--- config.mk ---
export PLATFORM = sky130hd
export DESIGN_NAME = dac_stream_arbiter
export DESIGN_NICKNAME = d
export VERILOG_FILES = /design/src/rtl/dac_stream_arbiter.sv
export SDC_FILE = /design/constraint.sdc
export NUM_CORES = 1
export LEC_CHECK = 0
export CAP_MARGIN = 20
export CORE_MARGIN = 2
export CORE_UTILIZATION = 53
export DETAILED_ROUTE_END_ITERATION = 10
export GPL_ROUTABILITY_DRIVEN = 0
export GPL_TIMING_DRIVEN = 1
export PLACE_DENSITY = 0.82
export SLEW_MARGIN = 20
export SYNTH_ARGS = -nofsm -noshare
export SYNTH_HDL_FRONTEND = slang
export SYNTH_SLANG_ARGS = --single-unit
--- constraint.sdc ---
create_clock -name clk -period 5.4 [get_ports clk]
set_clock_uncertainty 0.15 [all_clocks]
set_input_delay 0.54 -clock clk [delete_from_list [all_inputs] [get_ports clk]]
set_output_delay 0.54 -clock clk [all_outputs]
set_load 0.01 [all_outputs]
--- src/rtl/dac_stream_arbiter.sv ---
// Round-robin arbiter sharing one serial DAC between four sample streams,
// with one-deep per-channel buffering and a minimum beat spacing.
module dac_stream_arbiter #(
    parameter int DATA_W       = 12,
    parameter int ERR_W        = 2,
    parameter int FRAME_CYCLES = 16
) (
    input  logic              clk,
    input  logic              reset,
    input  logic [DATA_W-1:0] sink_data_0,
    input  logic [DATA_W-1:0] sink_data_1,
    input  logic [DATA_W-1:0] sink_data_2,
    input  logic [DATA_W-1:0] sink_data_3,
    input  logic              sink_valid_0,
    input  logic              sink_valid_1,
    input  logic              sink_valid_2,
    input  logic              sink_valid_3,
    input  logic [ERR_W-1:0]  sink_error_0,
    input  logic [ERR_W-1:0]  sink_error_1,
    input  logic [ERR_W-1:0]  sink_error_2,
    input  logic [ERR_W-1:0]  sink_error_3,
    input  logic [3:0]        enable_mask,
    input  logic              overrun_clear,
    output logic [DATA_W-1:0] source_data,
    output logic              source_valid,
    output logic [ERR_W-1:0]  source_error,
    output logic [1:0]        source_channel,
    output logic [3:0]        overrun,
    output logic              busy
);
    typedef enum logic {IDLE, GUARD} state_t;

    localparam logic [7:0] CNT_LOAD = 8'(FRAME_CYCLES - 1);

    logic [DATA_W-1:0] in_data [4];
    logic [ERR_W-1:0]  in_err  [4];
    logic [3:0]        in_valid;
    logic [3:0]        cap;

    state_t            state_q, state_d;
    logic [7:0]        cnt_q, cnt_d;
    logic [1:0]        last_q, last_d;
    logic [3:0]        pend_q, pend_d;
    logic [3:0]        ovr_q, ovr_d;
    logic [3:0]        ovr_set;
    logic [DATA_W-1:0] hd_q [4];
    logic [DATA_W-1:0] hd_d [4];
    logic [ERR_W-1:0]  he_q [4];
    logic [ERR_W-1:0]  he_d [4];
    logic [DATA_W-1:0] sd_q, sd_d;
    logic [ERR_W-1:0]  se_q, se_d;
    logic [1:0]        sc_q, sc_d;
    logic              sv_q, sv_d;

    logic [3:0]        eff;
    logic [1:0]        gnt;
    logic [1:0]        idx;
    logic              fire;

    assign in_data[0] = sink_data_0;
    assign in_data[1] = sink_data_1;
    assign in_data[2] = sink_data_2;
    assign in_data[3] = sink_data_3;
    assign in_err[0]  = sink_error_0;
    assign in_err[1]  = sink_error_1;
    assign in_err[2]  = sink_error_2;
    assign in_err[3]  = sink_error_3;
    assign in_valid   = {sink_valid_3, sink_valid_2,
                         sink_valid_1, sink_valid_0};
    assign cap        = in_valid & enable_mask;

    // Walk from farthest to nearest so the nearest candidate wins.
    always_comb begin
        eff  = pend_q & enable_mask;
        gnt  = last_q + 2'd1;
        idx  = '0;
        for (int k = 4; k >= 1; k--) begin
            idx = last_q + 2'(k);
            if (eff[idx]) gnt = idx;
        end
        fire = (state_q == IDLE) && (|eff);
    end

    always_ff @(posedge clk) begin
        if (reset) begin
            state_q <= IDLE;
            cnt_q   <= '0;
            last_q  <= 2'd3;
            pend_q  <= '0;
            ovr_q   <= '0;
            hd_q    <= '{default: '0};
            he_q    <= '{default: '0};
            sd_q    <= '0;
            se_q    <= '0;
            sc_q    <= '0;
            sv_q    <= 1'b0;
        end else begin
            state_q <= state_d;
            cnt_q   <= cnt_d;
            last_q  <= last_d;
            pend_q  <= pend_d;
            ovr_q   <= ovr_d;
            hd_q    <= hd_d;
            he_q    <= he_d;
            sd_q    <= sd_d;
            se_q    <= se_d;
            sc_q    <= sc_d;
            sv_q    <= sv_d;
        end
    end

    always_comb begin
        state_d = state_q;
        cnt_d   = cnt_q;
        last_d  = last_q;
        sv_d    = 1'b0;
        sd_d    = sd_q;
        se_d    = se_q;
        sc_d    = sc_q;
        pend_d  = pend_q;
        hd_d    = hd_q;
        he_d    = he_q;
        ovr_set = '0;

        if (fire) begin
            sv_d    = 1'b1;
            sd_d    = hd_q[gnt];
            se_d    = he_q[gnt];
            sc_d    = gnt;
            last_d  = gnt;
            cnt_d   = CNT_LOAD;
            state_d = GUARD;
        end else if (state_q == GUARD) begin
            cnt_d = cnt_q - 8'd1;
            if (cnt_q <= 8'd1) state_d = IDLE;
        end

        // A capture on the grant edge refills the slot without an overrun.
        for (int i = 0; i < 4; i++) begin
            if (cap[i]) begin
                pend_d[i]  = 1'b1;
                hd_d[i]    = in_data[i];
                he_d[i]    = in_err[i];
                ovr_set[i] = pend_q[i] & ~(fire && gnt == 2'(i));
            end else if (!enable_mask[i]) begin
                pend_d[i] = 1'b0;
            end else if (fire && gnt == 2'(i)) begin
                pend_d[i] = 1'b0;
            end
        end

        ovr_d = (overrun_clear ? 4'b0 : ovr_q) | ovr_set;
    end

    assign source_data    = sd_q;
    assign source_valid   = sv_q;
    assign source_error   = se_q;
    assign source_channel = sc_q;
    assign overrun        = ovr_q;
    assign busy           = (state_q == GUARD);

endmodule

==> results of run 1 <==
## cells by family (layout without fill, tap and decap cells)
| group | Yosys count | in the layout |
|---|---|---|
| AND/OR/NAND/NOR | 180 | 180 |
| AO/OA/AOI/OAI | 102 | 102 |
| flip-flops | 92 | 92 |
| multiplexers | 28 | 28 |
| buffers and inverters | 28 | 110 |
| XOR/XNOR | 6 | 6 |
| adder cells (fa/ha/maj) | 2 | 2 |
## layout make-up
| cell class | count | area, sq um |
|---|---|---|
| fill | 577 | 1978 |
| sequential | 92 | 1842 |
| multi-input combinational | 318 | 1836 |
| timing repair buffer | 90 | 890.9 |
| clock buffer | 10 | 137.6 |
| tap | 96 | 120.1 |
| clock inverter | 6 | 87.58 |
| inverter | 4 | 15.01 |
## path summary, 6_finish.rpt
kind | from | end | cells past startpoint
worst max register to register | last_q[1]$_SDFFE_PP1P_ | source_data[8]$_SDFFE_PP0P_ | 5
worst min-delay path | overrun[2]$_SDFF_PP0_ | overrun[2]$_SDFF_PP0_ | 2
worst min register to register | overrun[2]$_SDFF_PP0_ | overrun[2]$_SDFF_PP0_ | 2
worst max-delay path | enable_mask[3] | source_data[8]$_SDFFE_PP0P_ | 7
## metrics by stage
stage | power (mW) | instances | hold WS, ns | util (%) | worst slack [ns]
floorplan | 0.9221 | 438 | 0.2857 | - | 3.372
detailed placement | 1.022 | 600 | 0.2901 | 68.10 | 2.379
global placement | 1.014 | 600 | 0.2833 | 68.10 | 2.417
finish | 1.529 | 616 | 0.3046 | 71.36 | 2.742
CTS | 1.527 | 616 | 0.3005 | 71.36 | 2.752
global route | 1.584 | 616 | 0.3257 | 71.36 | 2.650
## metal layers
layer	up-vias	GRT usage (%)	wire, um
li1	1657	-	-
met1	1666	31.64	4222
met2	103	46.40	5104
met3	22	3.416	456
met4	0	12.35	258
met5	-	0	0
## worst max-delay path: cells and delay by family
kind	cells	cell delay, ns
and+or+nand+nor	1	0.20
buffers and inverters	2	1.04
muxes	1	0.38
AOI/OAI and AO/OA	3	0.53
## synth_stat cells (all sizes together)
cell,number,area (sq um)
o21ai,7,35.03
o221ai,14,178.9
nand3,3,15.01
a221oi,2,35.04
o21bai,2,15.01
inv,4,15.01
or4,1,7.510
nor4b,1,8.760
o2bb2ai,1,8.760
a32o,1,10.01
and2,7,45.04
a311o,1,11.26
nor4,1,6.260
o31ai,1,7.510
xnor2,3,26.28
a211oi,3,22.52
ha,2,25.02
a22o,2,17.52
o22ai,1,12.51
dfxtp,92,1842
xor2,3,26.28
clkbuf,16,60.06
a21oi,60,300.3
a22oi,2,33.78
mux2i,28,280.3
buf,8,71.32
nor3,6,30.03
a31o,1,8.760
nand3b,2,15.01
or3,1,6.260
nor2,15,58.81
nand2b,3,18.77
o211ai,1,12.51
a31oi,1,12.51
a311oi,1,8.760
o211a,1,10.01
nand2,140,525.5
## power by group through the flow
| stage | registers (mW) | clock network [mW] | logic [mW] |
|---|---|---|---|
| after global placement | 0.761 | 0 | 0.253 |
| after CTS | 0.747 | 0.518 | 0.261 |
| after global routing | 0.753 | 0.550 | 0.281 |
| after detailed placement | 0.763 | 0 | 0.260 |
| after floorplan | 0.756 | 0 | 0.166 |
| final | 0.748 | 0.521 | 0.261 |
## cells in the final DEF (no fill, tap or decap), types with 3 or more instances in the layout
master / count
nand2_1: 140
dfxtp_1: 92
clkdlybuf4s50_1: 87
a21oi_1: 60
mux2i_1: 28
nor2_1: 14
clkbuf_8: 10
o221ai_2: 9
nor3_1: 6
o221ai_1: 5
inv_1: 4
and2_0: 4
o21ai_1: 4
nand3_1: 3
nand2b_1: 3
xor2_1: 3
a211oi_1: 3
xnor2_1: 3
o21ai_0: 3
clkinvlp_4: 3
## sequential cells by signal, summed over array words and instances (netlist names)
signal	count
source_error	2
source_valid	1
overrun	4
last_q	2
source_data	12
busy	1
source_channel	2
he_q	8
pend_q	4
cnt_q	8
hd_q	48
==> run_results.csv, run 1 <==
group,metric,value,unit
timing,worstMarginPinSlew,1.037,ns
timing,period_share,49.22,%
critical_path,critPathCaptureType,"register",
global_routing,grt_usage,26.24,%
layout,n_antenna_cell,0,
clock_network,cts-root-buf,"clkbuf_8",
clock_network,cts_tree,"yes",
clock_network,cts_sinks,92,
placed_design,hpwl,6.974,mm
die,ioPinCount,89,
timing,setup_viol,0,
run,drv_cap,0,
power_and_ir_drop,clockPowerShare,34.1,%
die,die-area,0.007910,sq mm
clock_network,postCtsHoldBufs,0,
clock_network,post_cts_buffers,0,
placed_design,io_buffers,88,
critical_path,cp.arrival,2.73,ns
clock_network,cts_buffer_depth,2,
critical_path,slowest_delay,0.55,ns
detailed_routing,ant_nets,0,
detailed_routing,drc,0,
detailed_routing,vias_per_cell,5.597,
synth,yosys.area_share.adder,0.6545,%
detailed_routing,routedWlPerCell,16.30,um
power_and_ir_drop,seq_power_share,48.9,%
critical_path,crit_type,"input pin to register",
die,rows,30,
synth,synth_top_family_by_area,"compound AO/OA/AOI/OAI gates",
critical_path,crit_fanout,33,
timing,grt_setup_unrepaired,"false",
die,start_util,55.36,%
clock_network,cts-resized-gates,0,
power_and_ir_drop,p_sw_share,27.12,%
timing,tns,0,ns
synth,synth_area,0.003824,sq mm
synth,ys_types,47,
clock_network,cts_buffers,9,
power_and_ir_drop,combPwrFrac,17.0,%
critical_path,cp_slowest_cell,"clkdlybuf4s50_1",
synth,synth_xor_area_share,1.374,%
clock_network,cts.htree.levels,3,
clock_network,clk_pin_slew,0.09,ns
synth,yosys_warnings,0,
layout,stdcell_area,0.004928,sq mm
power_and_ir_drop,ir_drop,0.0001447,V
global_routing,grt_antenna_before_repair,0,
detailed_routing,num_vias,3448,
power_and_ir_drop,p_switching,0.4147,mW
detailed_routing,first_iter_violations,226,
layout,drive_above_1_share,7.308,%
critical_path,crit_required,5.47,ns
synth,synth_compound_area_share,19.37,%
placed_design,dpl_cell_area,0.004703,sq mm
hold_path,hold_class,"register to register",
synth,synth_cells,438,
synth,avgSynthCellArea,8.730,sq um
global_routing,grt_pass1_wl,15.74,mm
timing,clock.fmax,0.3763,GHz
layout,final_nets,584,
global_routing,grt_pass1_vias,3379,
critical_path,r2r_slack,3.12,ns
critical_path,start_kind,"input pin",
critical_path,worstPathCellList,"clkdlybuf4s50_1, nand2_1, o22ai_2, a221oi_4, buf_4, mux2i_1, o221ai_2",
die,die_x,88.94,um
timing,fin_crit,2.658,ns
detailed_routing,firstDrtPassIters,4,
run_status,outcome,"completed",
timing,slew_viol_final,0,
die,core_area,0.006907,sq mm
synth,yosys.area_share.simple,19.27,%
power_and_ir_drop,p_leak,1.858,nW
die,die_y,88.94,um
synth,synth.ff_latch_count,92,
timing,timing.final.hold_violations,0,
clock_network,clk_latency,0.36,ns
detailed_routing,routed_wl,10.04,mm
global_routing,grt_max_degree,53,
synth,synthMuxAreaShare,7.330,%
timing,slew_headroom,30.64,%
layout,area_growth,28.89,%
power_and_ir_drop,internal-power,1.115,mW
global_routing,grt_overflow,0,
synth,synth.net_count,507,
power_and_ir_drop,p_per_area,310.3,mW/mm^2
synth,ys_seq_area_share,48.17,%
Note: power is estimated with default switching activity, not from simulation.
==> run 2, diff against run 1 <==
--- a/config.mk
+++ b/config.mk
@@ -7,11 +7,11 @@
 export LEC_CHECK = 0
 export CAP_MARGIN = 20
 export CORE_MARGIN = 2
-export CORE_UTILIZATION = 53
+export CORE_UTILIZATION = 45
 export DETAILED_ROUTE_END_ITERATION = 10
 export GPL_ROUTABILITY_DRIVEN = 0
 export GPL_TIMING_DRIVEN = 1
-export PLACE_DENSITY = 0.82
+export PLACE_DENSITY = 0.74
 export SLEW_MARGIN = 20
 export SYNTH_ARGS = -nofsm -noshare
 export SYNTH_HDL_FRONTEND = slang
==> constraint.sdc (replaced) <==
create_clock -name clk -period 2.3 [get_ports clk]
set_clock_uncertainty 0.15 [all_clocks]
set_input_delay 0.23 -clock clk [delete_from_list [all_inputs] [get_ports clk]]
set_output_delay 0.23 -clock clk [all_outputs]
set_load 0.01 [all_outputs]
==> run_results.csv, run 2 (synthesis gave the netlist of run 1 again) <==
group,metric,value,unit
critical_path,critPathCaptureType,"register",
detailed_routing,routedWlPerCell,15.54,um
clock_network,cts_buffer_depth,2,
timing,timing.final.hold_violations,0,
critical_path,slowest_delay,0.52,ns
die,start_util,46.54,%
critical_path,crit_type,"register to register",
die,die_x,96.18,um
critical_path,cp.arrival,2.22,ns
die,die_y,96.18,um
timing,clock.fmax,0.4691,GHz
clock_network,cts_buffers,9,
critical_path,r2r_slack,0.17,ns
critical_path,worstPathCellList,"nand3b_1, a21oi_1, a221oi_4, buf_12, mux2i_1, o221ai_2",
global_routing,grt_overflow,0,
layout,top_register,"hd_q",
power_and_ir_drop,ir_drop,0.0004148,V
critical_path,crit_required,2.39,ns
clock_network,clk_pin_slew,0.09,ns
layout,drive_above_1_share,11.40,%
placed_design,hpwl,7.340,mm
detailed_routing,ant_nets,0,
global_routing,grt_max_degree,59,
placed_design,dp_cells,632,
global_routing,grt_antenna_before_repair,0,
global_routing,grt_pass1_wl,15.79,mm
die,ioPinCount,89,
hold_path,min_from,"reset",
layout,fill_cells,695,
detailed_routing,vias_per_cell,5.317,
layout,final_nets,608,
global_routing,grt_usage,22.38,%
critical_path,cp_num_buf_inv,1,
timing,period_share,92.69,%
critical_path,crit_start,"last_q[1]$_SDFFE_PP1P_",
timing,slew_viol_final,0,
critical_path,cp_slowest_cell,"dfxtp_1",
layout,area_growth,35.73,%
layout,final_cell_mix,"nand2_1 (140), dfxtp_1 (92), clkdlybuf4s50_1 (87)",
timing,grt_setup_unrepaired,"false",
detailed_routing,drc,0,
layout,n_antenna_cell,0,
timing,fin_crit,2.132,ns
critical_path,crit_fanout,30,
detailed_routing,routed_wl,10.09,mm
placed_design,io_buffers,88,
layout,final_common_cell,"nand2_1",
layout,largest_register_ff_count,48,
clock_network,postCtsHoldBufs,0,
clock_network,clk_latency,0.35,ns
timing,setup_viol,0,
clock_network,cts-root-buf,"clkbuf_8",
layout,stdcell_count,649,
critical_path,start_kind,"register",
clock_network,cts.htree.levels,3,
die,die-area,0.009251,sq mm
detailed_routing,num_vias,3451,
critical_path,rr_startpoint,"last_q[1]$_SDFFE_PP1P_",
detailed_routing,firstDrtPassIters,4,
clock_network,cts_tree,"yes",
critical_path,cp_top_family,"flip-flops",
die,core_area,0.008217,sq mm
detailed_routing,first_iter_violations,141,
timing,worstMarginPinSlew,0.5881,ns
clock_network,cts-resized-gates,0,
run,drv_cap,0,
power_and_ir_drop,p_leak,2.009,nW
timing,tns,0,ns
die,rows,33,
run_status,outcome,"completed",
power_and_ir_drop,p_per_area,727.6,mW/mm^2
clock_network,cts_sinks,92,
hold_path,hold_class,"input pin to register",
timing,slew_headroom,60.70,%
clock_network,post_cts_buffers,0,
global_routing,grt_pass1_vias,3315,
## run 2: cell types whose count changed in the layout (fill, tap and decap cells not counted)
cell / change
clkinvlp_4: -2
inv_6: +1
buf_12: +3
buf_4: +21
clkinv_2: -1
clkbuf_8: +1
bufinv_16: +1
## run 2: where the power goes
part,internal (mW),switching (mW),total [mW]
clock,0.785,0.558,1.34
combinational,0.346,0.335,0.681
sequential,1.68,0.0696,1.75
## run 2: final cells by class
type | instances | area, sq um | area share [%]
Clock buffer | 11 | 151.4 | 2.917
Clock inverter | 5 | 106.4 | 2.049
Inverter | 4 | 15.01 | 0.2893
Multi-Input combinational cell | 318 | 1836 | 35.37
Sequential cell | 92 | 1842 | 35.49
Tap cell | 105 | 131.4 | 2.531
Timing Repair Buffer | 114 | 1109 | 21.36
## run 2: worst register-to-register path: cells and delay by family (launching register included)
family	cells	cell delay, ns
flip-flops	1	0.52
AO/OA/AOI/OAI	3	0.48
buffers and inverters	1	0.28
multiplexers	1	0.43
AND/OR/NAND/NOR	1	0.17
## run 2: path summary, 6_finish.rpt
kind / to / depth (start not counted)
hold reg to reg: overrun[2]$_SDFF_PP0_ / 2
hold / removal: source_error[1]$_SDFFE_PP0P_ / 4
setup / recovery: source_error[1]$_SDFFE_PP0P_ / 6
setup reg to reg: source_error[1]$_SDFFE_PP0P_ / 6
## run 2: per-layer routing
| metal | up-vias | GRT usage (%) | wire (um) |
|---|---|---|---|
| met5 | - | 0 | 0 |
| met4 | 0 | 8.571 | 198 |
| li1 | 1704 | - | - |
| met2 | 87 | 38.77 | 5103 |
| met3 | 14 | 3.132 | 355 |
| met1 | 1646 | 28.05 | 4427 |
## run 2: metrics by stage
| step | utilization [%] | setup slack (ns) | hold slack (ns) | total power, mW | instance area (sq um) |
|---|---|---|---|---|---|
| after floorplan | - | 0.4866 | 0.1593 | 2.165 | 3824 |
| after global placement | 59.94 | -0.1300 | 0.2840 | 2.444 | 4925 |
| after detailed placement | 59.94 | -0.1833 | 0.2966 | 2.462 | 4925 |
| after CTS | 63.07 | 0.1721 | 0.1409 | 3.784 | 5182 |
| after global routing | 63.16 | 0.09827 | 0.1378 | 3.918 | 5190 |
| final | 63.16 | 0.1680 | 0.1164 | 3.776 | 5190 |
